==> config.mk <==
export PLATFORM = sky130hd
export DESIGN_NAME = qn_knt_feeder
export DESIGN_NICKNAME = d
export VERILOG_FILES = /design/src/rtl/self_attention_pkg.sv /design/src/rtl/qn_knt_feeder_tile_counter.sv /design/src/rtl/qn_knt_feeder.sv
export SDC_FILE = /design/constraint.sdc
export NUM_CORES = 1
export LEC_CHECK = 0
export ABC_AREA = 1
export BUFFER_PORTS_ARGS = -buffer_cell sky130_fd_sc_hd__buf_2
export CORE_ASPECT_RATIO = 0.6
export CORE_UTILIZATION = 47
export CTS_CLUSTER_DIAMETER = 50
export DETAILED_ROUTE_END_ITERATION = 8
export GPL_ROUTABILITY_DRIVEN = 0
export MAX_ROUTING_LAYER = met4
export PLACE_DENSITY = 0.78
export SYNTH_ARGS = -nofsm -noshare
export SYNTH_HDL_FRONTEND = slang
export SYNTH_HIERARCHICAL = 1
export SYNTH_SLANG_ARGS = --single-unit
export TNS_END_PERCENT = 100
==> constraint.sdc <==
create_clock -name clk -period 2.2 [get_ports clk]
set_input_delay 0.11 -clock clk [delete_from_list [all_inputs] [get_ports clk]]
set_output_delay 0.11 -clock clk [all_outputs]
set_load 0.03 [all_outputs]
==> src/rtl/self_attention_pkg.sv <==
// Shared definitions for the self-attention head and its operand feeders.
package self_attention_pkg;

  localparam int DEF_K_BLOCKS    = 4;
  localparam int DEF_NUM_ROW_BLK = 2;
  localparam int DEF_NUM_COL_BLK = 2;

  localparam int W_SLICE_WIDTH_DEF    = 16;
  localparam int W0_SLICE_WIDTH_DEF   = 16;
  localparam int TOTAL_INPUT_W_DEF    = 2;
  localparam int TOTAL_INPUT_W_W0_DEF = 2;
  localparam int N_MODULE_WIDTH_DEF   = 32;
  localparam int N0_MODULE_WIDTH_DEF  = 32;

  typedef enum logic [2:0] {
    S_IDLE,
    S_FETCH,
    S_LOAD,
    S_SYS_RST,
    S_RUN,
    S_ACC_WAIT,
    S_DONE
  } feeder_state_t;

  function automatic int addr_w(input int depth);
    return (depth > 1) ? $clog2(depth) : 1;
  endfunction

endpackage

==> src/rtl/qn_knt_feeder_tile_counter.sv <==
// Nested k/c/r slice counters; buffer addresses are kept as registers and
// stepped incrementally so they come straight from flops.
module feeder_tile_counter
  import self_attention_pkg::*;
#(
  parameter int K_BLOCKS    = DEF_K_BLOCKS,
  parameter int NUM_ROW_BLK = DEF_NUM_ROW_BLK,
  parameter int NUM_COL_BLK = DEF_NUM_COL_BLK,
  parameter int N_ADDR_W    = addr_w(NUM_ROW_BLK * K_BLOCKS),
  parameter int W_ADDR_W    = addr_w(NUM_COL_BLK * K_BLOCKS)
) (
  input  logic                clk,
  input  logic                rst_n,
  input  logic                clear,
  input  logic                inc_k,
  input  logic                inc_tile,
  output logic                first_k,
  output logic                last_k,
  output logic                last_tile,
  output logic [N_ADDR_W-1:0] n_addr,
  output logic [W_ADDR_W-1:0] w_addr
);

  localparam int K_W = addr_w(K_BLOCKS);
  localparam int C_W = addr_w(NUM_COL_BLK);
  localparam int R_W = addr_w(NUM_ROW_BLK);

  logic [K_W-1:0]      k;
  logic [C_W-1:0]      c;
  logic [R_W-1:0]      r;
  logic [N_ADDR_W-1:0] n_base;
  logic                last_c;
  logic                last_r;

  assign first_k   = (k == '0);
  assign last_k    = (k == K_W'(K_BLOCKS - 1));
  assign last_c    = (c == C_W'(NUM_COL_BLK - 1));
  assign last_r    = (r == R_W'(NUM_ROW_BLK - 1));
  assign last_tile = last_c && last_r;

  // n_base tracks r*K_BLOCKS so no multiplier is needed on the address path.
  always_ff @(posedge clk) begin
    if (!rst_n || clear) begin
      k      <= '0;
      c      <= '0;
      r      <= '0;
      n_base <= '0;
      n_addr <= '0;
      w_addr <= '0;
    end else if (inc_k) begin
      k      <= k + 1'b1;
      n_addr <= n_addr + 1'b1;
      w_addr <= w_addr + 1'b1;
    end else if (inc_tile) begin
      k <= '0;
      if (last_c) begin
        c      <= '0;
        w_addr <= '0;
        if (last_r) begin
          r      <= '0;
          n_base <= '0;
          n_addr <= '0;
        end else begin
          r      <= r + 1'b1;
          n_base <= n_base + N_ADDR_W'(K_BLOCKS);
          n_addr <= n_base + N_ADDR_W'(K_BLOCKS);
        end
      end else begin
        c      <= c + 1'b1;
        w_addr <= w_addr + 1'b1;
        n_addr <= n_base;
      end
    end
  end

endmodule

==> src/rtl/qn_knt_feeder.sv <==
// Feeds Qn/KnT operand slices into the head's Qn x KnT systolic stage.
// state     | meaning
// IDLE      | waiting for start
// FETCH     | buffer read strobes for the current slice
// LOAD      | read data captured into the operand registers
// SYS_RST   | systolic array reset, accumulator clear on k==0
// RUN       | array enabled until the slice finishes
// ACC_WAIT  | last slice done, waiting for tile accumulation
// DONE      | one-cycle completion pulse
module qn_knt_feeder
  import self_attention_pkg::*;
#(
  parameter int W_SLICE_WIDTH    = W_SLICE_WIDTH_DEF,
  parameter int W0_SLICE_WIDTH   = W0_SLICE_WIDTH_DEF,
  parameter int TOTAL_INPUT_W    = TOTAL_INPUT_W_DEF,
  parameter int TOTAL_INPUT_W_W0 = TOTAL_INPUT_W_W0_DEF,
  parameter int N_MODULE_WIDTH   = N_MODULE_WIDTH_DEF,
  parameter int N0_MODULE_WIDTH  = N0_MODULE_WIDTH_DEF,
  parameter int K_BLOCKS         = DEF_K_BLOCKS,
  parameter int NUM_ROW_BLK      = DEF_NUM_ROW_BLK,
  parameter int NUM_COL_BLK      = DEF_NUM_COL_BLK,
  parameter int N_ADDR_W         = addr_w(NUM_ROW_BLK * K_BLOCKS),
  parameter int W_ADDR_W         = addr_w(NUM_COL_BLK * K_BLOCKS)
) (
  input  logic                                  clk,
  input  logic                                  rst_n,
  input  logic                                  start,
  input  logic                                  abort,
  output logic                                  busy,
  output logic                                  done,
  output logic                                  n_rd_en,
  output logic [N_ADDR_W-1:0]                   n_rd_addr,
  input  logic [N_MODULE_WIDTH-1:0]             n_rd_data,
  output logic                                  w_rd_en,
  output logic [W_ADDR_W-1:0]                   w_rd_addr,
  input  logic [TOTAL_INPUT_W*W_SLICE_WIDTH-1:0] w_rd_data,
  output logic                                  en_Qn_KnT,
  output logic                                  rst_n_Qn_KnT,
  output logic                                  reset_acc_Qn_KnT,
  output logic                                  out_valid_Qn_KnT,
  output logic [W_SLICE_WIDTH-1:0]              input_w_Qn_KnT [TOTAL_INPUT_W],
  output logic [N_MODULE_WIDTH-1:0]             input_n_Qn_KnT,
  input  logic                                  sys_finish_wrap_Qn_KnT,
  input  logic                                  acc_done_wrap_Qn_KnT
);

  if (K_BLOCKS < 1 || NUM_ROW_BLK < 1 || NUM_COL_BLK < 1 ||
      W_SLICE_WIDTH < 1 || W0_SLICE_WIDTH < 1 ||
      TOTAL_INPUT_W < 1 || TOTAL_INPUT_W_W0 < 1 ||
      N_MODULE_WIDTH < 1 || N0_MODULE_WIDTH < 1 ||
      (1 << N_ADDR_W) < NUM_ROW_BLK * K_BLOCKS ||
      (1 << W_ADDR_W) < NUM_COL_BLK * K_BLOCKS) begin : g_bad_params
    $error("qn_knt_feeder: inconsistent parameter set");
  end

  feeder_state_t state;
  feeder_state_t next_state;
  logic          inc_k;
  logic          inc_tile;
  logic          first_k;
  logic          last_k;
  logic          last_tile;
  logic          cnt_clear;

  assign cnt_clear = (state == S_IDLE) || abort;

  feeder_tile_counter #(
    .K_BLOCKS    (K_BLOCKS),
    .NUM_ROW_BLK (NUM_ROW_BLK),
    .NUM_COL_BLK (NUM_COL_BLK),
    .N_ADDR_W    (N_ADDR_W),
    .W_ADDR_W    (W_ADDR_W)
  ) u_tile_counter (
    .clk       (clk),
    .rst_n     (rst_n),
    .clear     (cnt_clear),
    .inc_k     (inc_k),
    .inc_tile  (inc_tile),
    .first_k   (first_k),
    .last_k    (last_k),
    .last_tile (last_tile),
    .n_addr    (n_rd_addr),
    .w_addr    (w_rd_addr)
  );

  always_comb begin
    next_state = state;
    inc_k      = 1'b0;
    inc_tile   = 1'b0;
    case (state)
      S_IDLE:    if (start) next_state = S_FETCH;
      S_FETCH:   next_state = S_LOAD;
      S_LOAD:    next_state = S_SYS_RST;
      S_SYS_RST: next_state = S_RUN;
      S_RUN: begin
        if (sys_finish_wrap_Qn_KnT) begin
          if (!last_k) begin
            inc_k      = 1'b1;
            next_state = S_FETCH;
          end else if (acc_done_wrap_Qn_KnT) begin
            // accumulation already finished: skip ACC_WAIT entirely
            inc_tile   = 1'b1;
            next_state = last_tile ? S_DONE : S_FETCH;
          end else begin
            next_state = S_ACC_WAIT;
          end
        end
      end
      S_ACC_WAIT: begin
        if (acc_done_wrap_Qn_KnT) begin
          inc_tile   = 1'b1;
          next_state = last_tile ? S_DONE : S_FETCH;
        end
      end
      S_DONE:  next_state = S_IDLE;
      default: next_state = S_IDLE;
    endcase
    if (abort) begin
      next_state = S_IDLE;
      inc_k      = 1'b0;
      inc_tile   = 1'b0;
    end
  end

  // Control outputs are decoded from next_state so they line up with the state.
  always_ff @(posedge clk) begin
    if (!rst_n) begin
      state            <= S_IDLE;
      busy             <= 1'b0;
      done             <= 1'b0;
      n_rd_en          <= 1'b0;
      w_rd_en          <= 1'b0;
      en_Qn_KnT        <= 1'b0;
      rst_n_Qn_KnT     <= 1'b0;
      reset_acc_Qn_KnT <= 1'b0;
      out_valid_Qn_KnT <= 1'b0;
    end else begin
      state            <= next_state;
      busy             <= (next_state != S_IDLE) && (next_state != S_DONE);
      done             <= (next_state == S_DONE);
      n_rd_en          <= (next_state == S_FETCH);
      w_rd_en          <= (next_state == S_FETCH);
      en_Qn_KnT        <= (next_state == S_RUN);
      rst_n_Qn_KnT     <= !((next_state == S_SYS_RST) || abort);
      reset_acc_Qn_KnT <= (next_state == S_SYS_RST) && first_k;
      out_valid_Qn_KnT <= (next_state == S_RUN) && last_k;
    end
  end

  always_ff @(posedge clk) begin
    if (!rst_n) begin
      input_n_Qn_KnT <= '0;
      for (int j = 0; j < TOTAL_INPUT_W; j++) begin
        input_w_Qn_KnT[j] <= '0;
      end
    end else if (state == S_LOAD && !abort) begin
      input_n_Qn_KnT <= n_rd_data;
      for (int j = 0; j < TOTAL_INPUT_W; j++) begin
        input_w_Qn_KnT[j] <= w_rd_data[j*W_SLICE_WIDTH +: W_SLICE_WIDTH];
      end
    end
  end

endmodule
Word level (Yosys, flattened, before mapping)
Index checks and enable logic that the tools add are counted.
{"block": "word_totals", "reg_bits": 87, "in_bits": 70, "output_inout_bits": 78, "elab_cells": 80}
{"block": "classes", "add_sub_neg": 6, "eq_ne": 11, "n_mux": 28, "bitwise": 1, "n_reduce_logical": 17}
{"cell": "3-bit 2-to-1 mux", "n": 14}
{"cell": "3-bit case mux with 6 select lines", "n": 1}
{"cell": "3-bit == test (second input constant)", "n": 4}
{"cell": "1-bit 2-to-1 mux", "n": 10}
{"cell": "3-bit by 2-bit == test with 1-bit output (second input constant)", "n": 3}
{"cell": "3-bit by 1-bit adder with 3-bit output (second input constant)", "n": 2}
{"cell": "3-bit by 1-bit == test with 1-bit output (second input constant)", "n": 2}
{"cell": "1-bit logical AND", "n": 5}
{"cell": "2-bit 2-to-1 mux", "n": 2}
{"cell": "3-bit adder (second input constant)", "n": 1}
{"cell": "1-bit logical NOT", "n": 3}
{"cell": "3-bit logical NOT", "n": 1}
{"cell": "1-bit logical OR", "n": 3}
{"cell": "3-bit != test (second input constant)", "n": 1}
{"cell": "3-bit AND reduction", "n": 1}
{"cell": "3-bit nonzero test", "n": 1}
{"cell": "1-bit adder (second input constant)", "n": 2}
{"cell": "2-bit by 1-bit adder with 2-bit output (second input constant)", "n": 1}
{"cell": "2-bit == test (second input constant)", "n": 1}
{"cell": "2-bit logical NOT", "n": 1}
{"cell": "1-bit case mux with 2 select lines", "n": 1}
{"cell": "2-bit AND reduction", "n": 1}
{"cell": "2-bit nonzero test", "n": 1}
{"cell": "1-bit inverter", "n": 1}

Logic depth before layout (Yosys ltp)
{"block": "logic_depth", "depth_word": 10, "mapped_depth": 11, "depth_no_buf": 11}

Modules after synthesis
The synthesis kept the hierarchy.
{"mod": "qn_knt_feeder", "instances": 1, "cells_each": 358, "area_per_inst_um2": 2757.6, "seq_area_each_um2": 1481.4}
{"mod": "feeder_tile_counter", "instances": 1, "cells_each": 75, "area_per_inst_um2": 584.3, "seq_area_each_um2": 260.2}

Least setup slack after synthesis
No wires, ideal clock.
{"block": "synth_path", "path_type": "register to register", "from": "register state[2]", "to": "register u_tile_counter.w_addr[2]", "setup_ns": 0.115, "t_arrival_ns": 1.630, "t_required_ns": 2.085, "slack_ns": 0.455, "stages_incl_launch_ff": 10, "synth_period_minus_slack_ns": 1.745, "path_cell_list": "dfxtp_1 inv_2 nor3_2 nand3_1 a211oi_1 inv_1 nand2_2 nand2_2 xor2_1 nor2_1"}
{"block": "synth_via", "elab_chain_len": 4}
{"element": "from (decl)", "line": "qn_knt_feeder.sv:56", "text": "feeder_state_t state;"}
{"element": "from (signal assigned)", "line": "qn_knt_feeder.sv:138", "text": "state <= next_state;"}
{"element": "3-bit == test", "line": "qn_knt_feeder.sv:90", "text": "case (state)"}
{"element": "1-bit case mux with 2 select lines *", "line": "qn_knt_feeder.sv:90"}
{"element": "1-bit 2-to-1 mux *", "line": "qn_knt_feeder.sv:118", "text": "if (abort) begin"}
{"element": "net inc_tile", "line": "qn_knt_feeder.sv:59", "text": "logic inc_tile;"}
{"element": "2-bit nonzero test (no source line) *"}
{"element": "to (signal assigned)", "line": "qn_knt_feeder_tile_counter.sv:53", "text": "w_addr <= w_addr + 1'b1;"}
{"element": "to (signal assigned)", "line": "qn_knt_feeder_tile_counter.sv:70", "text": "w_addr <= w_addr + 1'b1;"}
{"element": "to (decl)", "line": "qn_knt_feeder_tile_counter.sv:21", "text": "output logic [W_ADDR_W-1:0] w_addr"}
Mark *: on every way through the listed nets, which the timed path passes. The rest lies on a longest branch.
A chain may end at the register's enable or synchronous reset.

Worst setup path in the final report
{"block": "layout_path", "from": "register state[0]", "to": "register input_n_Qn_KnT[23]"}
{"block": "layout_via", "elab_chain_len": 2}
{"element": "3-bit by 2-bit == test with 1-bit output", "line": "qn_knt_feeder.sv:156", "text": "end else if (state == S_LOAD && !abort) begin"}
{"element": "1-bit logical AND", "line": "qn_knt_feeder.sv:156"}
{"element": "to (signal assigned)", "line": "qn_knt_feeder.sv:157", "text": "input_n_Qn_KnT <= n_rd_data;"}
{"element": "to (decl)", "line": "qn_knt_feeder.sv:42", "text": "output logic [N_MODULE_WIDTH-1:0] input_n_Qn_KnT,"}
Every way passes these cells.

==> impl_results.md <==
- Fin nets: 664
- Drt initial violations: 143
- Post-synthesis sequential area ratio: 52.1%
- PortBufs: between 100 and 150
- Placed cell areas: approximately 0.004 mm²
- Clock network fraction of total power: between 40 and 50%
- Fmax: around 0.55 GHz
- Ys Warns: 6
- Register bit total from synthesis: 87
- CTS resizes: 0
- RSZ-0062 raised after global routing: false
- DIE HEIGHT: slightly below 70 µm
- Register area: between 0.0015 and 0.002 mm²
- Period Utilization, post-route: 83.2%
- Gate power share: about 7%
- Area of the multi-input gates: around 0.0014 mm²
- Max-Cap Viols: 0
- Final hold vios: 0
- Crit Path Category: flop to flop
- Overall Global Routing Usage: ~25%
- CTS clock-pin slew for the worst setup and hold paths: ~0.06 ns
- Final Instance Area: about 0.0045 mm²
- Synth top area cells: dfxtp_1 (52%), nor2_1 (17%), o21ai_0 (9.0%)
- Detailed Route WL: around 8600 µm
- Fill count: between 500 and 600
- Io pins: 148
- Final setup viols: 0
- TritonCTS Buffers: 9
- PD cells: roughly 740 mW/mm²
- Cell area after synthesis: ~0.0033 mm²
- Mapped Avg Cell Area: slightly below 8 µm²
- Die Wd: 111 µm
- First-pass GRT wire length: roughly 14000 µm
- Critical path required time: about 2.5 ns
- Setup TNS Final: 0 ns
- Die area: 0.00746 mm²
- Total congestion overflow: 0
- Placed Cells: 650
- Htree depth: 3
- Vias in the first global route: between 3000 and 4000
- Post-synth net total: 507
- Synth top area share: approximately 52%
- Cell internal pwr: between 2000 and 3000 µW
- Cell family with most CP delay: buffers and inverters
- CP peak stage delay: 0.75 ns
- Hold Path Class: input port to flop
- Synth area leader: dfxtp_1
- Slew @ Worst Pin: about 1.1 ns
- Hold_buf cts: 16
- Largest net degree at the start of global routing: 67
- Outcome: finished, final reports clean
- Via count: around 3300
- Unique masters post-synth: 25
- Slowest stage cell, crit path: inv_2
- First-pass DRT Iterations: 4
- Clk root buf: clkbuf_16
- Initial antenna violation count: 0
- Setup crit end kind: flop
- Maximum vdd ir drop: 0.000601 V
- Residual DRC: 0
- Worst-path cell chain: inv_2, nand3_2, nor2_4, inv_2, nor2_1, nor2_1
- Hpwl dp: 5600 µm
- CP Max Fanout: 64
- CP bufs+invs: 2
- Clock buffer depth: 2
- Worst Path Arrival: ~2.1 ns
- Switch share: about 22%
- Relative slew slack: roughly 28%
- Clock skew: between 0.008 and 0.009 ns
- Slew Viols, Final: 0
- Tmin final: ~1.8 ns
- Diode count: 0
- Vias/cell: between 4 and 5
- Lkg Pwr: 0.00236 µW
- Worst setup SP type: flop
- Non-filler cells, final: approximately 680
- Worst-Skew Late Latency: between 0.3 and 0.4 ns
- Row cnt: 23
- Part of the power in registers: 48.4%
- Antenna viol nets, final: 0
- TritonCTS clock tree: done
- Mapped Cells: roughly 430
- Clk sink count: 87
- Layout cells sized above 1: 30.3%
- Sw power: 720 µW
- Initial core utilization: between 40% and 50%
- Post-DR wirelength/cell: about 13 µm
- Reg2Reg Setup Slack: 0.37 ns
- Area grow syn2layout: 35.4%
- Total core area: 0.00676 mm²
- # Post-CTS Setup Buffers: 0
-- layout make-up --
class	instances	share of cell area, %
clock buffer	13	5.53
timing repair buffer	167	20.5
inverter	27	2.24
clock inverter	3	0.940
tap	87	2.41
sequential	87	38.5
multi-input combinational	298	29.9
-- placed cells by master, fill, tap and decap left out --
cell type,synthesis,layout
xor2_1,2,2
nand2_4,1,1
a21oi_1,10,10
o21ai_0,60,60
dfxtp_1,87,87
clkbuf_1,7,3
dlygate4sd3_1,0,16
inv_2,5,5
nand2_1,38,38
nand2_2,3,3
nor3_2,2,2
buf_4,7,4
nand3_2,3,3
nor2_1,147,147
inv_1,22,22
a21boi_0,1,1
buf_2,2,147
nor3_1,3,3
clkinvlp_4,0,1
ha_1,4,4
nor2_4,2,2
nand3_1,9,9
bufinv_16,0,1
nand4_1,1,1
o21ai_1,10,10
clkbuf_8,0,1
o211ai_1,1,1
clkinv_2,0,1
clkbuf_16,0,9
a211oi_1,1,1
-- flip-flops by register name, indices dropped and copies added, names as in the netlist, 2 cells and up --
name                   flops
u_tile_counter/w_addr      3
input_w_Qn_KnT            32
input_n_Qn_KnT            32
u_tile_counter/k           2
u_tile_counter/n_addr      3
u_tile_counter/n_base      3
state                      3
-- power by group through the flow --
stage	Clock [µW]	Sequential [µW]	Combinational (µW)
global placement	0	1640	207
CTS	1520	1610	233
finish	1480	1610	234
floorplan	0	1690	67.3
global route	1590	1610	255
detailed placement	0	1640	210
-- cell families (layout without fill, tap and decap cells) --
family | count (synthesis) | in the layout | synth area share [%]
adders and majority gates | 4 | 4 | 1.50
buffers and inverters | 48 | 210 | 7.38
and+or+nand+nor | 209 | 209 | 25.8
xor gates and xnor gates | 2 | 2 | 0.524
AOI/OAI and AO/OA | 83 | 83 | 12.7
DFF | 87 | 87 | 52.1
-- path summary, 6_finish.rpt --
kind | depth (start not counted) | from | endpoint
setup / recovery | 6 | state[0]$_SDFF_PN0_ | input_n_Qn_KnT[23]$_SDFFE_PN0P_
setup reg to reg | 6 | state[0]$_SDFF_PN0_ | input_n_Qn_KnT[23]$_SDFFE_PN0P_
hold reg to reg | 2 | u_tile_counter/n_base[0]$_SDFFE_PP0P_ | u_tile_counter/n_base[0]$_SDFFE_PP0P_
hold / removal | 3 | n_rd_data[1] | input_n_Qn_KnT[1]$_SDFFE_PN0P_
-- worst min-delay path, cell delays in order --
cell and delay [ns]:
buf_2 0.08, nor2_1 0.04, nor2_1 0.08
-- cell usage after synthesis --
cell type,count
nor2_1,147
dfxtp_1,87
o21ai_0,60
nand2_1,38
inv_1,22
a21oi_1,10
o21ai_1,10
nand3_1,9
buf_4,7
clkbuf_1,7
buf_6,5
inv_2,5
ha_1,4
nand2_2,3
nand3_2,3
nor3_1,3
buf_2,2
nor2_4,2
nor3_2,2
xor2_1,2
a211oi_1,1
a21boi_0,1
nand2_4,1
nand4_1,1
o211ai_1,1
-- per-stage QoR --
step	utilization, %	worst slack [ns]	total power [µW]	hold slack, ns
floorplan	-	0.455	1760	0.189
global placement	60.2	0.502	1850	0.331
detailed placement	60.2	0.433	1850	0.339
CTS	66.9	0.371	3370	0.000485
global route	66.9	0.197	3460	0.000499
finish	66.9	0.370	3330	0.00775
-- routing by layer --
metal	GRT usage, %	up-vias	part of all wire, %
li1	-	1691	-
met1	30.4	1501	46
met2	40.1	131	45
met3	8.26	4	7.5
met4	6.50	0	0.64
met5	-	-	0
Power figures use the tool's default switching activity.
